## config.mk

```make
export PLATFORM = sky130hd
export DESIGN_NAME = cds_readout_sequencer
export DESIGN_NICKNAME = d
export VERILOG_FILES = /design/src/rtl/cds_readout_sequencer.sv
export SDC_FILE = /design/constraint.sdc
export NUM_CORES = 1
export LEC_CHECK = 0
export ABC_AREA = 1
export ABC_CLOCK_PERIOD_IN_PS = 4300
export BUFFER_PORTS_ARGS = -buffer_cell sky130_fd_sc_hd__buf_2
export CORE_UTILIZATION = 50
export CTS_BUF_LIST = sky130_fd_sc_hd__clkbuf_8
export CTS_CLUSTER_DIAMETER = 120
export DETAILED_ROUTE_END_ITERATION = 16
export HOLD_SLACK_MARGIN = 0.15
export PLACE_DENSITY = 0.73
export SETUP_SLACK_MARGIN = 0.05
export SYNTH_ARGS = -nofsm -noshare
export SYNTH_HDL_FRONTEND = slang
export SYNTH_SLANG_ARGS = --single-unit
```

## constraint.sdc

```tcl
create_clock -name clk -period 4.3 [get_ports clk]
set_clock_uncertainty 0.1 [all_clocks]
set_input_delay 0.86 -clock clk [delete_from_list [all_inputs] [get_ports clk]]
set_output_delay 0.86 -clock clk [all_outputs]
set_load 0.05 [all_outputs]
```

## src/rtl/cds_readout_sequencer.sv

```systemverilog
// Row/frame timing sequencer for a correlated-double-sampling readout chain.
// Optional build macro CDS_SEQ_ABORT_EN adds an abort input that drops any running frame.
module cds_readout_sequencer #(
    parameter int CNT_W      = 16,
    parameter int ROW_W      = 10,
    parameter int MIN_PERIOD = 4
) (
    input  logic             clk,
    input  logic             reset,
    input  logic             enable,
    input  logic [CNT_W-1:0] period,
    input  logic [CNT_W-1:0] reset_width,
    input  logic [ROW_W-1:0] rows_per_frame,
    input  logic [CNT_W-1:0] delay1_in,
    input  logic [CNT_W-1:0] delay2_in,
`ifdef CDS_SEQ_ABORT_EN
    input  logic             abort,
`endif
    output logic             trigger,
    output logic [CNT_W-1:0] cds_delay1,
    output logic [CNT_W-1:0] cds_delay2,
    output logic [ROW_W-1:0] row_addr,
    output logic             frame_start,
    output logic             frame_done,
    output logic             busy,
    output logic             cfg_error
);

    typedef enum logic [1:0] {
        IDLE = 2'd0,
        ARM  = 2'd1,
        ROW  = 2'd2,
        FEND = 2'd3
    } state_t;

    state_t           state_r;
    logic [CNT_W-1:0] cnt_r;
    logic [CNT_W-1:0] p_r;
    logic [CNT_W-1:0] w_r;
    logic [ROW_W-1:0] r_r;
    logic             cfg_valid_s;
    logic             abort_s;

`ifdef CDS_SEQ_ABORT_EN
    assign abort_s = abort;
`else
    assign abort_s = 1'b0;
`endif

    // Legality of the live configuration inputs, evaluated only when leaving IDLE.
    always_comb begin
        cfg_valid_s = 1'b0;
        if ((period >= CNT_W'(MIN_PERIOD)) &&
            (reset_width != {CNT_W{1'b0}}) && (reset_width < period) &&
            (rows_per_frame != {ROW_W{1'b0}}) &&
            (delay1_in < delay2_in) && (delay2_in < period)) begin
            cfg_valid_s = 1'b1;
        end else begin
            cfg_valid_s = 1'b0;
        end
    end

    // Sequencer FSM; every output describes the state occupied during the previous cycle.
    always_ff @(posedge clk) begin
        if (reset) begin
            state_r     <= IDLE;
            cnt_r       <= {CNT_W{1'b0}};
            p_r         <= {CNT_W{1'b0}};
            w_r         <= {CNT_W{1'b0}};
            r_r         <= {ROW_W{1'b0}};
            row_addr    <= {ROW_W{1'b0}};
            trigger     <= 1'b0;
            frame_start <= 1'b0;
            frame_done  <= 1'b0;
            busy        <= 1'b0;
            cfg_error   <= 1'b0;
            cds_delay1  <= {CNT_W{1'b0}};
            cds_delay2  <= {CNT_W{1'b0}};
        end else if (abort_s && (state_r != IDLE)) begin
            state_r     <= IDLE;
            cnt_r       <= {CNT_W{1'b0}};
            row_addr    <= {ROW_W{1'b0}};
            trigger     <= 1'b0;
            frame_start <= 1'b0;
            frame_done  <= 1'b0;
            busy        <= 1'b0;
        end else begin
            frame_start <= 1'b0;
            frame_done  <= 1'b0;
            trigger     <= 1'b0;
            busy        <= (state_r != IDLE);
            if (!enable) begin
                cfg_error <= 1'b0;
            end
            case (state_r)
                IDLE: begin
                    cnt_r    <= {CNT_W{1'b0}};
                    row_addr <= {ROW_W{1'b0}};
                    if (enable && cfg_valid_s) begin
                        state_r <= ARM;
                    end else if (enable) begin
                        cfg_error <= 1'b1;
                    end
                end
                ARM: begin
                    p_r         <= period;
                    w_r         <= reset_width;
                    r_r         <= rows_per_frame;
                    cds_delay1  <= delay1_in;
                    cds_delay2  <= delay2_in;
                    row_addr    <= {ROW_W{1'b0}};
                    cnt_r       <= {CNT_W{1'b0}};
                    frame_start <= 1'b1;
                    state_r     <= ROW;
                end
                ROW: begin
                    trigger <= (cnt_r < w_r);
                    // Terminal compare at P-1 keeps the counter strictly below P.
                    if (cnt_r == (p_r - CNT_W'(1))) begin
                        cnt_r <= {CNT_W{1'b0}};
                        if (row_addr == (r_r - ROW_W'(1))) begin
                            state_r <= FEND;
                        end else begin
                            row_addr <= row_addr + ROW_W'(1);
                        end
                    end else begin
                        cnt_r <= cnt_r + CNT_W'(1);
                    end
                end
                FEND: begin
                    frame_done <= 1'b1;
                    if (enable) begin
                        state_r <= ARM;
                    end else begin
                        state_r <= IDLE;
                    end
                end
                default: begin
                    state_r <= IDLE;
                end
            endcase
        end
    end

endmodule
```

==> impl_metrics.py <==
metrics = {
    "clocking": {
        "cts_inserted_buffers": 9,
        "cts-hold-fix-buffers": 0,
        "clockBufferDepth": 2,
        "cts_setup_buffers": 0,
        "cts.sinks": 107,
        "clockRootBuffer": "clkbuf_8",
        "htree_levels": 3,
        "clk_pin_slew_ns": 0.10,
        "clkLatencyLatePin_ns": 0.40,
        "ctsResizeCount": 0,
        "cts_tree": "yes",
    },
    "power_and_ir_drop": {
        "finalPower_uw": 3950,
        "switching_share_pct": 47.2,
        "power_frac_comb_pct": 49.9,
        "p_leak_uw": 0.00374,
        "irDropWorstVdd_mv": 0.454,
        "p_seq_share_pct": 34.7,
        "switchingPower_uw": 1870,
        "internal_power_uw": 2080,
        "pwr_density_cell_nw_per_um2": 523,
        "p_clk_share_pct": 15.4,
    },
    "worst_setup_path": {
        "cp-start-kind": "flop",
        "path_class": "reg -> reg",
        "worstRegToRegCells": 15,
        "slowest_delay_ns": 0.33,
        "critPathTopFamily": "simple AND/OR/NAND/NOR gates",
        "worst-path-buf-inv": 1,
        "cp.required_ns": 4.47,
        "reg2reg_from": "p_r[0]$_SDFFE_PP0P_",
        "critPathMostFrequentCell": "nand2_1",
        "slowest_stage": "dfxtp_1",
        "cp_max_fo": 14,
        "crit_arrival_ns": 2.68,
        "r2r_setup_slack_ns": 1.79,
        "end_kind": "flop",
        "reg2reg_to": "row_addr[5]$_SDFFE_PP0P_",
        "crit_chain": "inv_1 > ha_1 > nand2_2 > nor2_4 > nand2_1 > nand2_1 > nand2_1 > nor2_1 > nand2_1 > nor2_1 > nand2_1 > nand2_2 > nand3_2 > nand2_1 > a21oi_1",
    },
    "synth": {
        "synthMuxAreaShare_pct": 0,
        "yosys.area_share.adder_pct": 13.0,
        "syn_nets": 1100,
        "synth_top_family_by_area": "simple AND/OR/NAND/NOR gates",
        "synthSimpleGateAreaFrac_pct": 26.7,
        "synth-compound-area-share_pct": 14.0,
        "syn_area_per_cell_sq_um": 6.96,
        "synth_cells": 954,
        "synth_seq_cells": 107,
        "seq_area_frac_synth_pct": 32.3,
        "yosysUniqueCellTypes": 35,
        "yosys_warnings": 0,
        "synth_xor_area_share_pct": 5.88,
        "syn_area_sq_um": 6640,
    },
    "finish": {
        "mostFrequentLayoutCells": "nand2_1 (185), nor2_1 (136), buf_2 (123)",
        "area_growth_pct": 13.6,
        "layout_commonest_cell": "nand2_1",
        "n_antenna_cell": 0,
        "register_area_sq_um": 2140,
        "drive_gt1_share_pct": 14.7,
        "num-fill-cells": 1261,
        "finalNetCount": 1206,
        "multi_input_area_sq_um": 3960,
    },
    "drt": {
        "drc": 0,
        "wl_mm": 16.3,
        "drt-initial-drc-count": 379,
        "first_pass_iters": 5,
        "viasPerCell": 5.16,
        "ant_nets": 0,
        "dr_total_vias": 6377,
        "wl_per_cell_microns": 13.2,
    },
    "sta": {
        "slew_headroom_pct": 33.9,
        "finalSetupTns_ns": 0,
        "drv_slew": 0,
        "worst_pin_slew_ns": 0.990,
        "period_needed_ns": 2.51,
        "post-route-period-util_pct": 58.4,
        "rsz0062_at_grt": "no",
        "hold_violations": 0,
        "setup_viol": 0,
        "timing.fmax_mhz": 398,
    },
    "grt": {
        "first_global_vias": 5879,
        "grt_max_degree": 86,
        "track_usage_pct": 25.4,
        "grt_pass1_wl_mm": 27.3,
        "overflow": 0,
        "antenna_found_initial": 1,
    },
    "placed_design": {
        "place.gp.congestion": 0.890,
        "dp_hpwl_mm": 12.4,
        "io_buffers": 123,
    },
    "outcome": {
        "outcome": "completed",
    },
    "hold_path": {
        "hold_path.class": "reg -> reg",
        "min_path_cells": 2,
        "hold-path-endpoint": "w_r[7]$_SDFFE_PP0P_",
        "hp-start": "w_r[7]$_SDFFE_PP0P_",
    },
    "floorplanning": {
        "die_y_microns": 117,
        "rows": 41,
        "pin_count": 124,
        "dieArea_sq_um": 13700,
        "core_sq_um": 12800,
        "start_util_pct": 52.0,
        "fp.dieW_microns": 117,
    },
    "run": {
        "max-cap-violations": 0,
    },
}
==> sequential cells by signal (all words and copies together), names as in the netlist <==
name and cells:
busy 1, trigger 1, state_r 2, frame_start 1, cfg_error 1, w_r 16
frame_done 1, cds_delay2 16, cnt_r 16, p_r 16, cds_delay1 16, r_r 10
row_addr 10
==> tightest hold or removal path: stages, from the launching register on <==
cell,delay [ns]
dfxtp_1,0.31
inv_1,0.06
a21oi_1,0.06
==> synthesized netlist by cell type (all sizes together) <==
cell type	n	area share [%]
nor3b	4	0.45
nor2	140	8.2
nor4	4	0.38
and2	1	0.094
inv	110	6.2
xor2	27	3.6
a21oi	91	6.9
o21bai	1	0.11
xnor2	15	2.0
or2	2	0.19
o211ai	1	0.11
o21a	2	0.23
a311oi	1	0.13
nand4	21	2.1
ha	69	13
nand2	189	11
a211oi	2	0.23
nor3	13	0.98
clkbuf	25	1.4
nand3	30	2.3
o221ai	1	0.13
o31a	1	0.13
nand3b	10	1.1
buf	5	0.53
o21ai	81	6.1
dfxtp	107	32
xnor3	1	0.34
==> power groups by stage <==
stage / clock network (uW) / logic, uW / registers [uW]
final: 607 / 1970 / 1370
after global routing: 658 / 2240 / 1400
after floorplan: 0 / 1250 / 1700
after CTS: 623 / 1980 / 1370
after global placement: 0 / 1940 / 1390
after detailed placement: 0 / 1970 / 1390
==> final cells by class <==
type / count / share of cell area (%)
inverters: 110 / 5.47
clock inverters: 6 / 0.630
multi-input cells: 707 / 52.5
well taps: 172 / 2.85
repair buffers: 125 / 8.36
clock buffers: 10 / 1.82
flip-flops and latches: 107 / 28.4
==> cell families after synthesis <==
kind of cell / after synthesis
compound gates: 181
simple gates: 414
buf+inv: 140
fa+ha+maj: 69
xor+xnor: 43
flops: 107
==> routing by layer <==
metal	wire length [microns]	vias up	part of all wire, %	GRT usage [%]
met5	0	-	0	0
li1	-	3332	-	-
met2	7310	158	45	40.9
met3	972	24	6.0	5.51
met1	7650	2863	47	32.8
met4	359	0	2.2	10.9
==> worst max-delay path by stage <==
stage / startpoint / to / slack (ns) / cells after the start
6_report: p_r[0]$_SDFFE_PP0P_ / row_addr[5]$_SDFFE_PP0P_ / 1.79 / 15
5_1_grt: p_r[0]$_SDFFE_PP0P_ / cnt_r[5]$_SDFFE_PP0P_ / 1.53 / 15
4_1_cts: p_r[0]$_SDFFE_PP0P_ / cnt_r[15]$_SDFFE_PP0P_ / 1.79 / 15
3_5_place_dp: period[15] / state_r[1]$_SDFFE_PP0P_ / 1.53 / 14
3_3_place_gp: period[15] / state_r[1]$_SDFFE_PP0P_ / 1.57 / 14
2_1_floorplan: period[15] / state_r[1]$_SDFFE_PP0P_ / 2.01 / 14
==> metrics by stage <==
| stage | setup WS, ns | hold WS, ns | instance area [sq um] | cells | utilization [%] |
|---|---|---|---|---|---|
| floorplan | 2.01 | 0.337 | 6640 | 954 | - |
| global placement | 1.57 | 0.348 | 7360 | 1221 | 57.6 |
| detailed placement | 1.53 | 0.353 | 7360 | 1221 | 57.6 |
| CTS | 1.79 | 0.368 | 7550 | 1237 | 59.1 |
| global route | 1.53 | 0.386 | 7550 | 1237 | 59.1 |
| finish | 1.79 | 0.362 | 7550 | 1237 | 59.1 |
Note: power is estimated with default switching activity, not from simulation.
